===== src/rtl/div_ctrl_pkg.sv =====
// Shared constants and state encoding for the divider sequencer and HI/LO stage.
package div_ctrl_pkg;

    localparam int WIDTH_DEFAULT = 32;
    localparam int DIV_LATENCY   = 32;

    typedef enum logic [1:0] {
        IDLE,
        ISSUE,
        CHECK,
        WAIT
    } state_t;

endpackage


===== src/rtl/div_ctrl_if.sv =====
// Control-unit and divider-facing signal bundle for div_ctrl.
interface div_ctrl_if import div_ctrl_pkg::*; #(
    parameter int WIDTH = WIDTH_DEFAULT
);
    // Control unit side
    logic             start;
    logic [WIDTH-1:0] op_a;
    logic [WIDTH-1:0] op_b;
    logic             wr_hi;
    logic             wr_lo;
    logic [WIDTH-1:0] wdata;
    logic             busy;
    logic             done;
    logic             div_by_zero;
    logic [WIDTH-1:0] hi;
    logic [WIDTH-1:0] lo;

    // Divider side
    logic [WIDTH-1:0] div_hi_in;
    logic [WIDTH-1:0] div_lo_in;
    logic             div_stop_in;
    logic             div_zero_in;
    logic             div_control;
    logic [WIDTH-1:0] div_a;
    logic [WIDTH-1:0] div_b;

    modport master (
        output start, op_a, op_b, wr_hi, wr_lo, wdata,
        output div_hi_in, div_lo_in, div_stop_in, div_zero_in,
        input  busy, done, div_by_zero, hi, lo,
        input  div_control, div_a, div_b
    );

    modport slave (
        input  start, op_a, op_b, wr_hi, wr_lo, wdata,
        input  div_hi_in, div_lo_in, div_stop_in, div_zero_in,
        output busy, done, div_by_zero, hi, lo,
        output div_control, div_a, div_b
    );

endinterface


===== src/rtl/div_ctrl_hilo_regs.sv =====
// Architectural HI/LO pair: divider commit has priority, otherwise mthi/mtlo writes.
module div_ctrl_hilo_regs import div_ctrl_pkg::*; #(
    parameter int WIDTH = WIDTH_DEFAULT
) (
    input  logic             clk,
    input  logic             reset,
    input  logic             commit,
    input  logic             wr_hi,
    input  logic             wr_lo,
    input  logic [WIDTH-1:0] wdata,
    input  logic [WIDTH-1:0] hi_in,
    input  logic [WIDTH-1:0] lo_in,
    output logic [WIDTH-1:0] hi,
    output logic [WIDTH-1:0] lo
);

    // NOTE: non-blocking assignments here so every register samples pre-edge values.
    always_ff @(posedge clk or negedge reset) begin
        if (!reset) begin
            hi <= '0;
            lo <= '0;
        end else if (commit) begin
            hi <= hi_in;
            lo <= lo_in;
        end else begin
            if (wr_hi) hi <= wdata;
            if (wr_lo) lo <= wdata;
        end
    end

endmodule


===== src/rtl/div_ctrl.sv =====
// Divide sequencer: operand capture, start strobe, zero check, result commit to HI/LO.
// Optional watchdog in WAIT enabled by defining DIV_CTRL_WATCHDOG_EN.
module div_ctrl import div_ctrl_pkg::*; #(
    parameter int WIDTH = WIDTH_DEFAULT
`ifdef DIV_CTRL_WATCHDOG_EN
    , parameter int MAX_CYCLES = DIV_LATENCY + 8
`endif
) (
    input  logic      clk,
    input  logic      reset,
    div_ctrl_if.slave bus
);

    state_t state;
    logic   commit;
    logic   wr_hi_en;
    logic   wr_lo_en;
    logic   wd_expired;

    // Register writes only land in IDLE without a competing start, so a commit never races them.
    assign commit   = (state == WAIT) && bus.div_stop_in;
    assign wr_hi_en = (state == IDLE) && !bus.start && bus.wr_hi;
    assign wr_lo_en = (state == IDLE) && !bus.start && bus.wr_lo;

`ifdef DIV_CTRL_WATCHDOG_EN
    localparam int CW = $clog2(MAX_CYCLES + 1);
    logic [CW-1:0] wd_cnt;

    always_ff @(posedge clk or negedge reset) begin
        if (!reset) begin
            wd_cnt <= '0;
        end else if (state == WAIT && !bus.div_stop_in) begin
            wd_cnt <= wd_cnt + 1'b1;
        end else begin
            wd_cnt <= '0;
        end
    end

    assign wd_expired = (wd_cnt == CW'(MAX_CYCLES - 1));
`else
    assign wd_expired = 1'b0;
`endif

    always_ff @(posedge clk or negedge reset) begin
        if (!reset) begin
            state           <= IDLE;
            bus.div_control <= 1'b0;
            bus.div_a       <= '0;
            bus.div_b       <= '0;
            bus.busy        <= 1'b0;
            bus.done        <= 1'b0;
            bus.div_by_zero <= 1'b0;
        end else begin
            // NOTE: pulse outputs default low each cycle; only the branch that fires raises them.
            bus.div_control <= 1'b0;
            bus.done        <= 1'b0;
            bus.div_by_zero <= 1'b0;
            case (state)
                IDLE: begin
                    if (bus.start) begin
                        bus.div_a       <= bus.op_a;
                        bus.div_b       <= bus.op_b;
                        bus.busy        <= 1'b1;
                        bus.div_control <= 1'b1;
                        state           <= ISSUE;
                    end
                end
                ISSUE: state <= CHECK;
                CHECK: begin
                    if (bus.div_zero_in) begin
                        bus.div_by_zero <= 1'b1;
                        bus.busy        <= 1'b0;
                        state           <= IDLE;
                    end else begin
                        state <= WAIT;
                    end
                end
                WAIT: begin
                    if (bus.div_stop_in) begin
                        bus.done <= 1'b1;
                        bus.busy <= 1'b0;
                        state    <= IDLE;
                    end else if (wd_expired) begin
                        bus.div_by_zero <= 1'b1;
                        bus.busy        <= 1'b0;
                        state           <= IDLE;
                    end
                end
                default: state <= IDLE;
            endcase
        end
    end

    div_ctrl_hilo_regs #(.WIDTH(WIDTH)) u_hilo (
        .clk   (clk),
        .reset (reset),
        .commit(commit),
        .wr_hi (wr_hi_en),
        .wr_lo (wr_lo_en),
        .wdata (bus.wdata),
        .hi_in (bus.div_hi_in),
        .lo_in (bus.div_lo_in),
        .hi    (bus.hi),
        .lo    (bus.lo)
    );

endmodule


===== src/flat_wrapper.sv =====
// flat-port wrapper written by rule: the top's interface ports become plain ports
module div_ctrl_flat import div_ctrl_pkg::*;
#(
    parameter int WIDTH = WIDTH_DEFAULT

)
  (clk, reset, bus_start, bus_op_a, bus_op_b, bus_wr_hi, bus_wr_lo, bus_wdata, bus_div_hi_in, bus_div_lo_in, bus_div_stop_in, bus_div_zero_in, bus_busy, bus_done, bus_div_by_zero, bus_hi, bus_lo, bus_div_control, bus_div_a, bus_div_b);
  div_ctrl_if #(.WIDTH(WIDTH)) bus_i ();
  input  logic clk;
  input  logic reset;
  input wire logic [$bits(bus_i.start)-1:0] bus_start;
  input wire logic [$bits(bus_i.op_a)-1:0] bus_op_a;
  input wire logic [$bits(bus_i.op_b)-1:0] bus_op_b;
  input wire logic [$bits(bus_i.wr_hi)-1:0] bus_wr_hi;
  input wire logic [$bits(bus_i.wr_lo)-1:0] bus_wr_lo;
  input wire logic [$bits(bus_i.wdata)-1:0] bus_wdata;
  input wire logic [$bits(bus_i.div_hi_in)-1:0] bus_div_hi_in;
  input wire logic [$bits(bus_i.div_lo_in)-1:0] bus_div_lo_in;
  input wire logic [$bits(bus_i.div_stop_in)-1:0] bus_div_stop_in;
  input wire logic [$bits(bus_i.div_zero_in)-1:0] bus_div_zero_in;
  output wire logic [$bits(bus_i.busy)-1:0] bus_busy;
  output wire logic [$bits(bus_i.done)-1:0] bus_done;
  output wire logic [$bits(bus_i.div_by_zero)-1:0] bus_div_by_zero;
  output wire logic [$bits(bus_i.hi)-1:0] bus_hi;
  output wire logic [$bits(bus_i.lo)-1:0] bus_lo;
  output wire logic [$bits(bus_i.div_control)-1:0] bus_div_control;
  output wire logic [$bits(bus_i.div_a)-1:0] bus_div_a;
  output wire logic [$bits(bus_i.div_b)-1:0] bus_div_b;
  assign bus_i.start = bus_start;
  assign bus_i.op_a = bus_op_a;
  assign bus_i.op_b = bus_op_b;
  assign bus_i.wr_hi = bus_wr_hi;
  assign bus_i.wr_lo = bus_wr_lo;
  assign bus_i.wdata = bus_wdata;
  assign bus_i.div_hi_in = bus_div_hi_in;
  assign bus_i.div_lo_in = bus_div_lo_in;
  assign bus_i.div_stop_in = bus_div_stop_in;
  assign bus_i.div_zero_in = bus_div_zero_in;
  assign bus_busy = bus_i.busy;
  assign bus_done = bus_i.done;
  assign bus_div_by_zero = bus_i.div_by_zero;
  assign bus_hi = bus_i.hi;
  assign bus_lo = bus_i.lo;
  assign bus_div_control = bus_i.div_control;
  assign bus_div_a = bus_i.div_a;
  assign bus_div_b = bus_i.div_b;
  div_ctrl #(.WIDTH(WIDTH)) u_core (.clk(clk), .reset(reset), .bus(bus_i));
endmodule

===== config.mk =====
export PLATFORM = sky130hd
export DESIGN_NAME = div_ctrl_flat
export DESIGN_NICKNAME = d
export VERILOG_FILES = /design/src/rtl/div_ctrl_pkg.sv /design/src/rtl/div_ctrl_if.sv /design/src/rtl/div_ctrl_hilo_regs.sv /design/src/rtl/div_ctrl.sv /design/src/flat_wrapper.sv
export SDC_FILE = /design/constraint.sdc
export NUM_CORES = 1
export LEC_CHECK = 0
export ABC_AREA = 1
export BUFFER_PORTS_ARGS = -buffer_cell sky130_fd_sc_hd__buf_4
export CORE_MARGIN = 2
export CORE_UTILIZATION = 25
export CTS_BUF_LIST = sky130_fd_sc_hd__clkbuf_8
export DETAILED_ROUTE_END_ITERATION = 12
export PLACE_DENSITY_LB_ADDON = 0.12
export SLEW_MARGIN = 25
export SYNTH_ARGS = -nofsm -noshare
export SYNTH_HDL_FRONTEND = slang
export SYNTH_SLANG_ARGS = --single-unit
export TNS_END_PERCENT = 10

===== constraint.sdc =====
create_clock -name clk -period 3.7 [get_ports clk]
set_input_delay 0.185 -clock clk [delete_from_list [all_inputs] [get_ports clk]]
set_output_delay 0.185 -clock clk [all_outputs]
set_load 0.005 [all_outputs]

Word level (Yosys, flattened, before mapping)
Index checks and enable logic that the tools add are counted.
{"block": "op_classes", "n_eq_ne": 6, "n_reduce_logical": 12, "n_mux": 18}
{"cell": "$mux 32", "count": 4}
{"cell": "$mux 1", "count": 9}
{"cell": "$pmux 2 s4", "count": 1}
{"cell": "$mux 2", "count": 3}
{"cell": "$ne 2x2->1 const B", "count": 3}
{"cell": "$eq 2x2->1 const B", "count": 2}
{"cell": "$logic_and 1x1->1", "count": 4}
{"cell": "$reduce_and 2->1", "count": 2}
{"cell": "$reduce_and 4->1", "count": 1}
{"cell": "$reduce_bool 2->1", "count": 2}
{"cell": "$pmux 1 s3", "count": 1}
{"cell": "$reduce_bool 3->1", "count": 1}
{"cell": "$eq 2x1->1 const B", "count": 1}
{"cell": "$logic_not 2->1", "count": 1}
{"cell": "$logic_not 1->1", "count": 1}
{"block": "word_totals", "ff_bits": 134, "output_inout_bits": 132, "elab_cells": 45}

Longest topological paths before layout
Gate-level depths: netlist (run 1).
{"block": "depth", "depth_word": 5, "mapped_depth": 8, "depth_no_buf": 7}

Modules after synthesis
From an unflattened synthesis (run 1), not the netlist that was laid out.
{"block": "hier_totals", "cells_unflattened": 650, "area_unflattened_um2": 5522.8}
{"module": "div_ctrl_hilo_regs", "area_each_um2": 2854.0, "seq_area_each_um2": 1601.5, "n_inst": 1, "cells_each": 350}
{"module": "div_ctrl", "area_each_um2": 2668.8, "seq_area_each_um2": 1751.7, "n_inst": 1, "cells_each": 300}

Worst setup path before layout (run 1)
Ideal clock, no wire load.
{"block": "synth_timing", "kind": "register -> register", "from": "reg u_core.state[1]", "to": "reg u_core.bus.div_a[24]", "path_buffers": 3, "path_slack_ps": 2485, "period_less_slack_ps": 1215, "stages_incl_launch_ff": 8, "setup_time_ps": 116, "t_arrival_ps": 1099, "required_ps": 3584, "path_cell_list": "dfrtp_1 buf_6 nor2_8 nand2_2 buf_4 buf_2 nand2_1 nand2_1"}
{"block": "synth_via", "elab_chain_len": 2}
{"item": "start: declaration", "line_no": "div_ctrl.sv:14", "text": "state_t state;"}
{"item": "start signal: assignment", "line_no": "div_ctrl.sv:46", "text": "state <= IDLE;"}
{"item": "start signal: assignment", "line_no": "div_ctrl.sv:65", "text": "state <= ISSUE;"}
{"item": "start signal: assignment", "line_no": "div_ctrl.sv:68", "text": "ISSUE: state <= CHECK;"}
{"item": "$logic_not 2->1", "line_no": "div_ctrl.sv:58", "text": "case (state)"}
{"item": "$reduce_and 2->1 (no source line)"}
{"item": "end signal: assignment", "line_no": "div_ctrl.sv:61", "text": "bus.div_a <= bus.op_a;"}
{"item": "end: declaration", "line_no": "div_ctrl_if.sv:38", "text": "output div_control, div_a, div_b"}
Every way passes these cells.
A chain may end at the register's enable or synchronous reset.

Worst setup path after layout (run 1)
{"block": "layout_timing", "from": "reg u_core.state[1]", "to": "reg u_core.state[0]"}
{"block": "layout_via", "elab_chain_len": 3, "word_cells_on_any_way": 8, "cone_classes": "eq/ne (5); mux (1); reduce/logical (2)"}
{"item": "$eq 2x2->1 or $logic_not 2->1 (tied branches)", "line_no": "div_ctrl.sv:58"}
{"item": "$ne 2x2->1 (no source line)"}
{"item": "$reduce_and 2->1 (no source line)"}
Several ways; a longest one is shown, not always the timed one.

==> impl_metrics.env, run 1 <==
export IMPL_clk_latency_ps=450
export IMPL_p_per_area_nw_per_um2=707.8
export IMPL_maxCapViolCount=0
export IMPL_grt_max_degree=79
export IMPL_grt_pass1_vias=6572
export IMPL_root_buffer="clkbuf_8"
export IMPL_worst_setup_path_type="reg2reg"
export IMPL_row_count=57
export IMPL_seq_area_frac_synth_pct=55.09
export IMPL_synthesis_instances=761
export IMPL_cts_hold_buffers=66
export IMPL_ant_nets=0
export IMPL_relSlewSlack_pct=49.35
export IMPL_die_w_um=160.0
export IMPL_ys_ff_latch=134
export IMPL_fmax_mhz=462.3
export IMPL_vias=6265
export IMPL_place_congestion=0.7690
export IMPL_fin_crit_sh_pct=58.46
export IMPL_dr_pass1_iters=4
export IMPL_syn_area_per_cell_um2=7.999
export IMPL_path_clk_slew_ps=100
export IMPL_rsz0062_at_grt="no"
export IMPL_arrival_ps=2420
export IMPL_hpwl_um=14250
export IMPL_layout_common_cells="424 x nand2_1, 305 x buf_4, 132 x dfrtp_1"
export IMPL_crit_path_max_fanout=68
export IMPL_coreArea_um2=24110
export IMPL_drt_iter0_drc=327
export IMPL_finalCriticalPeriod_ps=2163
export IMPL_irDropWorstVdd_mv=0.3181
export IMPL_num_antenna_cells=0
export IMPL_avgViaCountPerCell=4.378
export IMPL_htreeDepth=4
export IMPL_cts_max_path_buffers=2
export IMPL_synth_nets=928
export IMPL_setup_viol=0
export IMPL_hold_path_class="in2reg"
export IMPL_crit_required_ps=3960
export IMPL_postPlaceCellArea_um2=8509
export IMPL_initial_core_util_pct=25.25
export IMPL_cts_buffers=17
export IMPL_post_cts_buffers=0
export IMPL_worst_slew_pin_slew_ps=757.1
export IMPL_syn_area_um2=6087
export IMPL_area_growth_pct=57.08
export IMPL_outcome="complete, no violations"
export IMPL_maxSlewViolCount=0
export IMPL_drive_above_1_share_pct=31.53
export IMPL_skew_ps=24.94
export IMPL_place_port_buffers=298
export IMPL_finalHoldViolCount=0
export IMPL_final_nets=1261
export IMPL_drc=0
export IMPL_wirelength_um=21900
export IMPL_track_usage_pct=17.19
export IMPL_crit_path_end_kind="flip-flop"
export IMPL_dp_slack_ps=1500
export IMPL_fin_tns_setup_ps=0
export IMPL_fin_area_um2=9562
export IMPL_antenna_found_initial=0
export IMPL_cts_sinks=134
export IMPL_dieArea_um2=25610
export IMPL_drt_wirelength_per_cell_um=15.30
export IMPL_synth_distinct_cells=17
export IMPL_p_leak_uw=0.005254
export IMPL_final_common_cell="nand2_1"
export IMPL_cp_start_kind="flip-flop"
export IMPL_die_h_um=160.0
export IMPL_grt_remaining_overflow=0
export IMPL_cts_tree="built"
export IMPL_ys_warn_count=0
export IMPL_setup_ws_ps=1537
export IMPL_io_pins=299
export IMPL_grt_pass1_wl_um=35180
export IMPL_fin_util_pct=39.67
export IMPL_ctsResizeCount=0
## worst max-delay path: stages (launching register included)
cell	delay, ps
dfrtp_2	390
buf_4	590
nor2_8	90
nand2_2	100
buf_4	580
o221ai_1	230
## report_power, final
group | internal (µW) | total (µW) | switching [µW]
clock | 513 | 1240 | 731
sequential | 2140 | 2530 | 387
combinational | 1430 | 2990 | 1560
## kinds of logic after synthesis
kind of cell / count (synthesis) / share of synthesized area (%)
AND/OR/NAND/NOR: 560 / 39.30
flip-flops: 134 / 55.09
buffers and inverters: 66 / 5.467
AO/OA/AOI/OAI: 1 / 0.1439
## synth_stat cells
| library cell | count | area share, % |
|---|---|---|
| nand3_2 | 2 | 0.33 |
| dfrtp_1 | 134 | 55 |
| o221ai_1 | 1 | 0.14 |
| nand2_1 | 424 | 26 |
| nor2_1 | 1 | 0.062 |
| buf_6 | 1 | 0.18 |
| nand3_1 | 64 | 5.3 |
| buf_4 | 11 | 1.4 |
| inv_1 | 6 | 0.37 |
| clkbuf_1 | 14 | 0.86 |
| nand3_4 | 1 | 0.29 |
| nand4_1 | 64 | 6.6 |
| buf_1 | 4 | 0.25 |
| buf_2 | 29 | 2.4 |
| nor2_8 | 1 | 0.33 |
| inv_2 | 1 | 0.062 |
| nand2_2 | 3 | 0.31 |
## worst paths after layout
path | from | to | slack, ps | cells past startpoint
max | u_core.state[1] | u_core.state[0] | 1540 | 5
min reg2reg | u_core.bus.div_b[7] | u_core.bus.div_b[7] | 480 | 2
max reg2reg | u_core.state[1] | u_core.state[0] | 1540 | 5
min in group asynchronous | reset | u_core.u_hilo.hi[2] | 270 | 2
max in group asynchronous | reset | u_core.state[0] | 2550 | 3
min | bus_div_lo_in[23] | u_core.u_hilo.lo[23] | 60 | 5
## routing by layer
layer  wire, µm  GRT usage (%)
met1       9408          21.70
met2      10500          28.59
met5          0              0
met3       1729          5.377
met4        266          4.464
## registers in the layout (all words and copies together), names as in the netlist
register                count
u_core.bus.div_a           32
u_core.bus.done             1
u_core.bus.div_by_zero      1
u_core.state                2
u_core.u_hilo.hi           32
u_core.bus.div_control      1
u_core.u_hilo.lo           32
u_core.bus.busy             1
u_core.bus.div_b           32
## final cells by class
| class | instances | area [µm²] |
|---|---|---|
| clock inverters | 15 | 157.7 |
| inverters | 7 | 26.28 |
| well taps | 324 | 405.4 |
| fillers | 2573 | 14540 |
| repair buffers | 373 | 2982 |
| multi-input cells | 561 | 2401 |
| clock buffers | 17 | 234.0 |
| flip-flops and latches | 134 | 3356 |
## through the flow
stage	instances	hold WS (ps)	power, µW
2_1_floorplan	761	-110.6	3961
3_3_place_gp	1333	194.0	5548
3_5_place_dp	1333	187.9	5559
4_1_cts	1431	24.01	6912
5_1_grt	1431	47.08	7378
6_report	1431	59.68	6768
Power figures use the tool's default switching activity.
==> run 2: changes to the inputs <==
clock period = 2.1 ns   (was 3.7 ns; I/O delays follow)
==> run 2 against run 1 <==
  * Clock power increased by 73%
  * Maximum frequency grew 14%
  * Cell area grew 9.6%
  * Hold slack lost 27 ps
  * Power rose by 82%
  * Worst setup slack got worse by 1300 ps
  * Combinational power up 90%
  * Flip-flop and latch count is the same
  * Critical path depth is 2 higher
  * Sequential share of layout area is 3.1 points lower
  * Critical path type unchanged
  * Critical endpoint is now u_core.u_hilo.hi[1]
  * Largest power group unchanged
==> impl_metrics.env, run 2 (synthesis results as in run 1) <==
export IMPL_fin_area_um2=10480
export IMPL_fillers=2435
export IMPL_worst_setup_path_type="reg2reg"
export IMPL_post_cts_buffers=0
export IMPL_maxSlewViolCount=0
export IMPL_wirelength_um=22680
export IMPL_layout_common_cells="424 x nand2_1, 306 x buf_4, 144 x dlygate4sd3_1"
export IMPL_drive_above_1_share_pct=29.84
export IMPL_cts_sinks=134
export IMPL_finalHoldViolCount=0
export IMPL_grt_pass1_vias=6841
export IMPL_area_growth_pct=72.15
export IMPL_drc=0
export IMPL_die_h_um=160.0
export IMPL_initial_core_util_pct=25.25
export IMPL_crit_path_end_kind="flip-flop"
export IMPL_hpwl_um=14670
export IMPL_skew_ps=9.009
export IMPL_postPlaceCellArea_um2=8657
export IMPL_irDropWorstVdd_mv=0.5676
export IMPL_rsz0062_at_grt="no"
export IMPL_grt_max_degree=67
export IMPL_track_usage_pct=17.68
export IMPL_final_nets=1347
export IMPL_place_congestion=0.7786
export IMPL_coreArea_um2=24110
export IMPL_cp_start_kind="flip-flop"
export IMPL_root_buffer="clkbuf_8"
export IMPL_antenna_found_initial=0
export IMPL_relSlewSlack_pct=69.48
export IMPL_cpMostUsedCell="nand2_1"
export IMPL_grt_pass1_wl_um=36110
export IMPL_multi_input_comb_area_um2=2401
export IMPL_worstReg2RegStart="u_core.state[0]"
export IMPL_slowest_delay_ps=560
export IMPL_cts_hold_buffers=144
export IMPL_io_pins=299
export IMPL_cts_max_path_buffers=2
export IMPL_drt_wirelength_per_cell_um=14.95
export IMPL_hold_path_class="in2reg"
export IMPL_worst_slew_pin_slew_ps=457.8
export IMPL_power_total_uw=12350
export IMPL_path_clk_slew_ps=90
export IMPL_vias=6625
export IMPL_outcome="complete, no violations"
export IMPL_die_w_um=160.0
export IMPL_dp_slack_ps=640.1
export IMPL_finalCriticalPeriod_ps=1900
export IMPL_fmax_mhz=526.3
export IMPL_arrival_ps=2270
export IMPL_htreeDepth=4
export IMPL_regArea_um2=3356
export IMPL_avgViaCountPerCell=4.367
export IMPL_num_antenna_cells=0
export IMPL_fin_crit_sh_pct=90.47
export IMPL_ctsResizeCount=0
export IMPL_cts_buffers=17
export IMPL_setup_viol=0
export IMPL_maxCapViolCount=0
export IMPL_p_per_area_nw_per_um2=1178
export IMPL_crit_required_ps=2470
export IMPL_cp_startpoint="u_core.state[0]"
export IMPL_critPathSlowestCell="dlygate4sd3_1"
export IMPL_drt_iter0_drc=381
export IMPL_grt_remaining_overflow=0
export IMPL_cts_tree="built"
export IMPL_cp_cell_sequence="nand3_4 -> buf_12 -> nand2_1 -> nand2_1 -> dlygate4sd3_1 -> nand2_1 -> nand2_1"
export IMPL_fin_tns_setup_ps=0
export IMPL_clk_latency_ps=440
export IMPL_crit_path_max_fanout=54
export IMPL_ant_nets=0
export IMPL_dr_pass1_iters=4
export IMPL_setup_ws_ps=200.1
export IMPL_p_leak_uw=0.005633
export IMPL_final_common_cell="nand2_1"
export IMPL_dieArea_um2=25610
export IMPL_min_from="bus_div_hi_in[27]"
export IMPL_row_count=57
export IMPL_place_port_buffers=298
## run 2: final cells by class
cell class / instances / share of cell area [%]
Clock buffer: 17 / 2.233
Clock inverter: 15 / 1.397
Inverter: 7 / 0.2507
Multi-Input combinational cell: 561 / 22.91
Sequential cell: 134 / 32.02
Tap cell: 324 / 3.869
Timing Repair Buffer: 459 / 37.31
## run 2: critical path: cells and delay by family, from the launching register on
kind                   cells  cell delay (ps)
and+or+nand+nor            5              520
DFF                        1              480
buffers and inverters      2              810
## run 2: power breakdown
| part | switching [µW] | internal (µW) | total (µW) |
|---|---|---|---|
| clock | 1180 | 970 | 2150 |
| sequential | 725 | 3780 | 4500 |
| combinational | 2850 | 2840 | 5690 |
## run 2: worst paths after layout
check,end,slack (ps),depth (start not counted)
setup reg to reg,u_core.u_hilo.hi[1],200,7
max in group asynchronous,u_core.bus.div_a[31],1290,3
min in group asynchronous,u_core.u_hilo.hi[7],170,2
setup / recovery,u_core.u_hilo.hi[1],200,7
hold / removal,u_core.u_hilo.hi[27],30,5
hold reg to reg,u_core.bus.div_b[25],480,2
## run 2: metal layers
layer	part of all wire [%]	track usage, %	routed length (µm)	vias up
li1	-	-	-	3286
met1	44	22.65	10020	3105
met2	47	28.71	10610	220
met3	7.9	6.286	1797	14
met4	1.1	4.054	244	0
met5	0	0	0	-
## run 2: per-stage QoR
step | hold slack, ps | util [%] | cells
2_1_floorplan | -190.6 | - | 761
3_3_place_gp | 76.41 | 35.91 | 1341
3_5_place_dp | 72.25 | 35.91 | 1341
4_1_cts | 1.422 | 43.47 | 1517
5_1_grt | 12.51 | 43.47 | 1517
6_report | 33.17 | 43.47 | 1517
==> run 3: changes to the inputs <==
CTS_CLUSTER_DIAMETER = 50   (was not set)
clock period = 2.3 ns   (was 2.1 ns; I/O delays follow)
==> run 3 against run 2 <==
  * Die area is the same
  * Hold slack lost 1.5 ps
  * Global-route usage about the same
  * Cell count shrank 0.73%
  * Critical path type unchanged
==> impl_metrics.env, run 3 (synthesis results as in run 1) <==
export IMPL_drive_above_1_share_pct=29.95
export IMPL_dp_slack_ps=763.6
export IMPL_cpMostUsedCell="nand2_1"
export IMPL_cts_buffers=17
export IMPL_finalHoldViolCount=0
export IMPL_area_growth_pct=70.57
export IMPL_multi_input_comb_area_um2=2401
export IMPL_dieArea_um2=25610
export IMPL_cp_top_family="buffers and inverters"
export IMPL_maxCapViolCount=0
export IMPL_fillers=2442
export IMPL_num_antenna_cells=0
export IMPL_setup_viol=0
export IMPL_place_congestion=0.7394
export IMPL_clk_latency_ps=440
export IMPL_crit_path_max_fanout=70
export IMPL_cts_max_path_buffers=2
export IMPL_hpwl_um=14850
export IMPL_hold_path_class="in2reg"
export IMPL_die_w_um=160.0
export IMPL_layout_common_cells="424 x nand2_1, 307 x buf_4, 135 x dlygate4sd3_1"
export IMPL_p_per_area_nw_per_um2=1092
export IMPL_p_seq_share_pct=36.5
export IMPL_skew_ps=13.70
export IMPL_relSlewSlack_pct=52.92
export IMPL_pwr_share_clk_pct=18.5
export IMPL_maxSlewViolCount=0
export IMPL_drc=0
export IMPL_initial_core_util_pct=25.25
export IMPL_hold_slack_ps=31.63
export IMPL_post_cts_buffers=0
export IMPL_grt_max_degree=71
export IMPL_p_switching_uw=4258
export IMPL_drt_iter0_drc=435
export IMPL_io_pins=299
export IMPL_drt_wirelength_per_cell_um=15.12
export IMPL_grt_pass1_wl_um=35970
export IMPL_regArea_um2=3356
export IMPL_path_buf_inv=2
export IMPL_critPathSlowestCell="dlygate4sd3_1"
export IMPL_cp_start_kind="flip-flop"
export IMPL_htreeDepth=4
export IMPL_crit_required_ps=2670
export IMPL_setup_ws_ps=243.6
export IMPL_cts_tree="built"
export IMPL_irDropWorstVdd_mv=0.4770
export IMPL_fin_tns_setup_ps=0
export IMPL_place_port_buffers=298
export IMPL_final_common_cell="nand2_1"
export IMPL_grt_pass1_vias=6747
export IMPL_cp_cell_sequence="nand3_4 -> buf_12 -> nand2_1 -> nand2_1 -> dlygate4sd3_1 -> nand2_1 -> nand2_1"
export IMPL_worst_slew_pin_slew_ps=706.1
export IMPL_antenna_found_initial=0
export IMPL_fin_area_um2=10380
export IMPL_root_buffer="clkbuf_8"
export IMPL_instances_no_fill=1506
export IMPL_p_sw_share_pct=37.55
export IMPL_avgViaCountPerCell=4.359
export IMPL_finalCriticalPeriod_ps=2056
export IMPL_postPlaceCellArea_um2=8625
export IMPL_fin_crit_sh_pct=89.41
export IMPL_p_leak_uw=0.005608
export IMPL_vias=6565
export IMPL_fmax_mhz=486.3
export IMPL_wirelength_um=22780
export IMPL_power_frac_comb_pct=45.1
export IMPL_outcome="complete, no violations"
export IMPL_worst_setup_path_type="reg2reg"
export IMPL_ant_nets=0
export IMPL_track_usage_pct=17.63
export IMPL_internal_power_uw=7081
export IMPL_grt_remaining_overflow=0
export IMPL_coreArea_um2=24110
export IMPL_die_h_um=160.0
export IMPL_row_count=57
export IMPL_slowest_delay_ps=550
export IMPL_cts_sinks=134
export IMPL_arrival_ps=2420
export IMPL_final_nets=1337
export IMPL_crit_path_end_kind="flip-flop"
export IMPL_rsz0062_at_grt="no"
export IMPL_dp_cells=1340
export IMPL_dr_pass1_iters=4
export IMPL_path_clk_slew_ps=80
run 3: path summary, 6_finish.rpt:
kind / startpoint / to / slack (ps) / depth (start not counted)
min in group asynchronous: reset / u_core.u_hilo.hi[2] / 160 / 2
setup reg to reg: u_core.state[0] / u_core.u_hilo.lo[7] / 240 / 7
hold reg to reg: u_core.bus.div_b[18] / u_core.bus.div_b[18] / 490 / 2
max in group asynchronous: reset / u_core.bus.div_a[10] / 1500 / 3
setup / recovery: u_core.state[0] / u_core.u_hilo.lo[7] / 240 / 7
hold / removal: bus_div_hi_in[19] / u_core.u_hilo.hi[19] / 30 / 5
run 3: what timing repair did:
action                    CTS  global route
resized for setup           0             0
hold endpoints to repair  231             0
hold buffers              135             0
run 3: power by group through the flow:
stage	Clock, µW	Combinational, µW	Sequential, µW
6_report	2100	5110	4130
3_3_place_gp	0	4920	4150
5_1_grt	2280	5730	4270
4_1_cts	2180	5200	4140
3_5_place_dp	0	4940	4140
2_1_floorplan	0	2250	4120
run 3: cell type report:
cell class | instances | share of cell area [%]
clock inverters | 14 | 1.663
flip-flops and latches | 134 | 32.32
clock buffers | 17 | 2.254
inverters | 7 | 0.2531
repair buffers | 449 | 36.48
well taps | 324 | 3.905
multi-input cells | 561 | 23.13
run 3: worst min-delay path: stages:
cell and delay (ps):
buf_4 80, nand4_1 80, nand2_1 60, nand2_1 50, nand2_1 40
run 3: routing by layer:
layer  wire [µm]  track usage [%]
met1       10030            22.12
met2       10590            28.87
met3        1796            5.714
met4         363            5.610
met5           0                0
run 3: stage by stage:
step / util [%] / total power [µW]
after floorplan: - / 6372
after global placement: 35.78 / 9076
after detailed placement: 35.78 / 9080
after CTS: 43.07 / 11530
after global routing: 43.07 / 12280
final: 43.07 / 11340
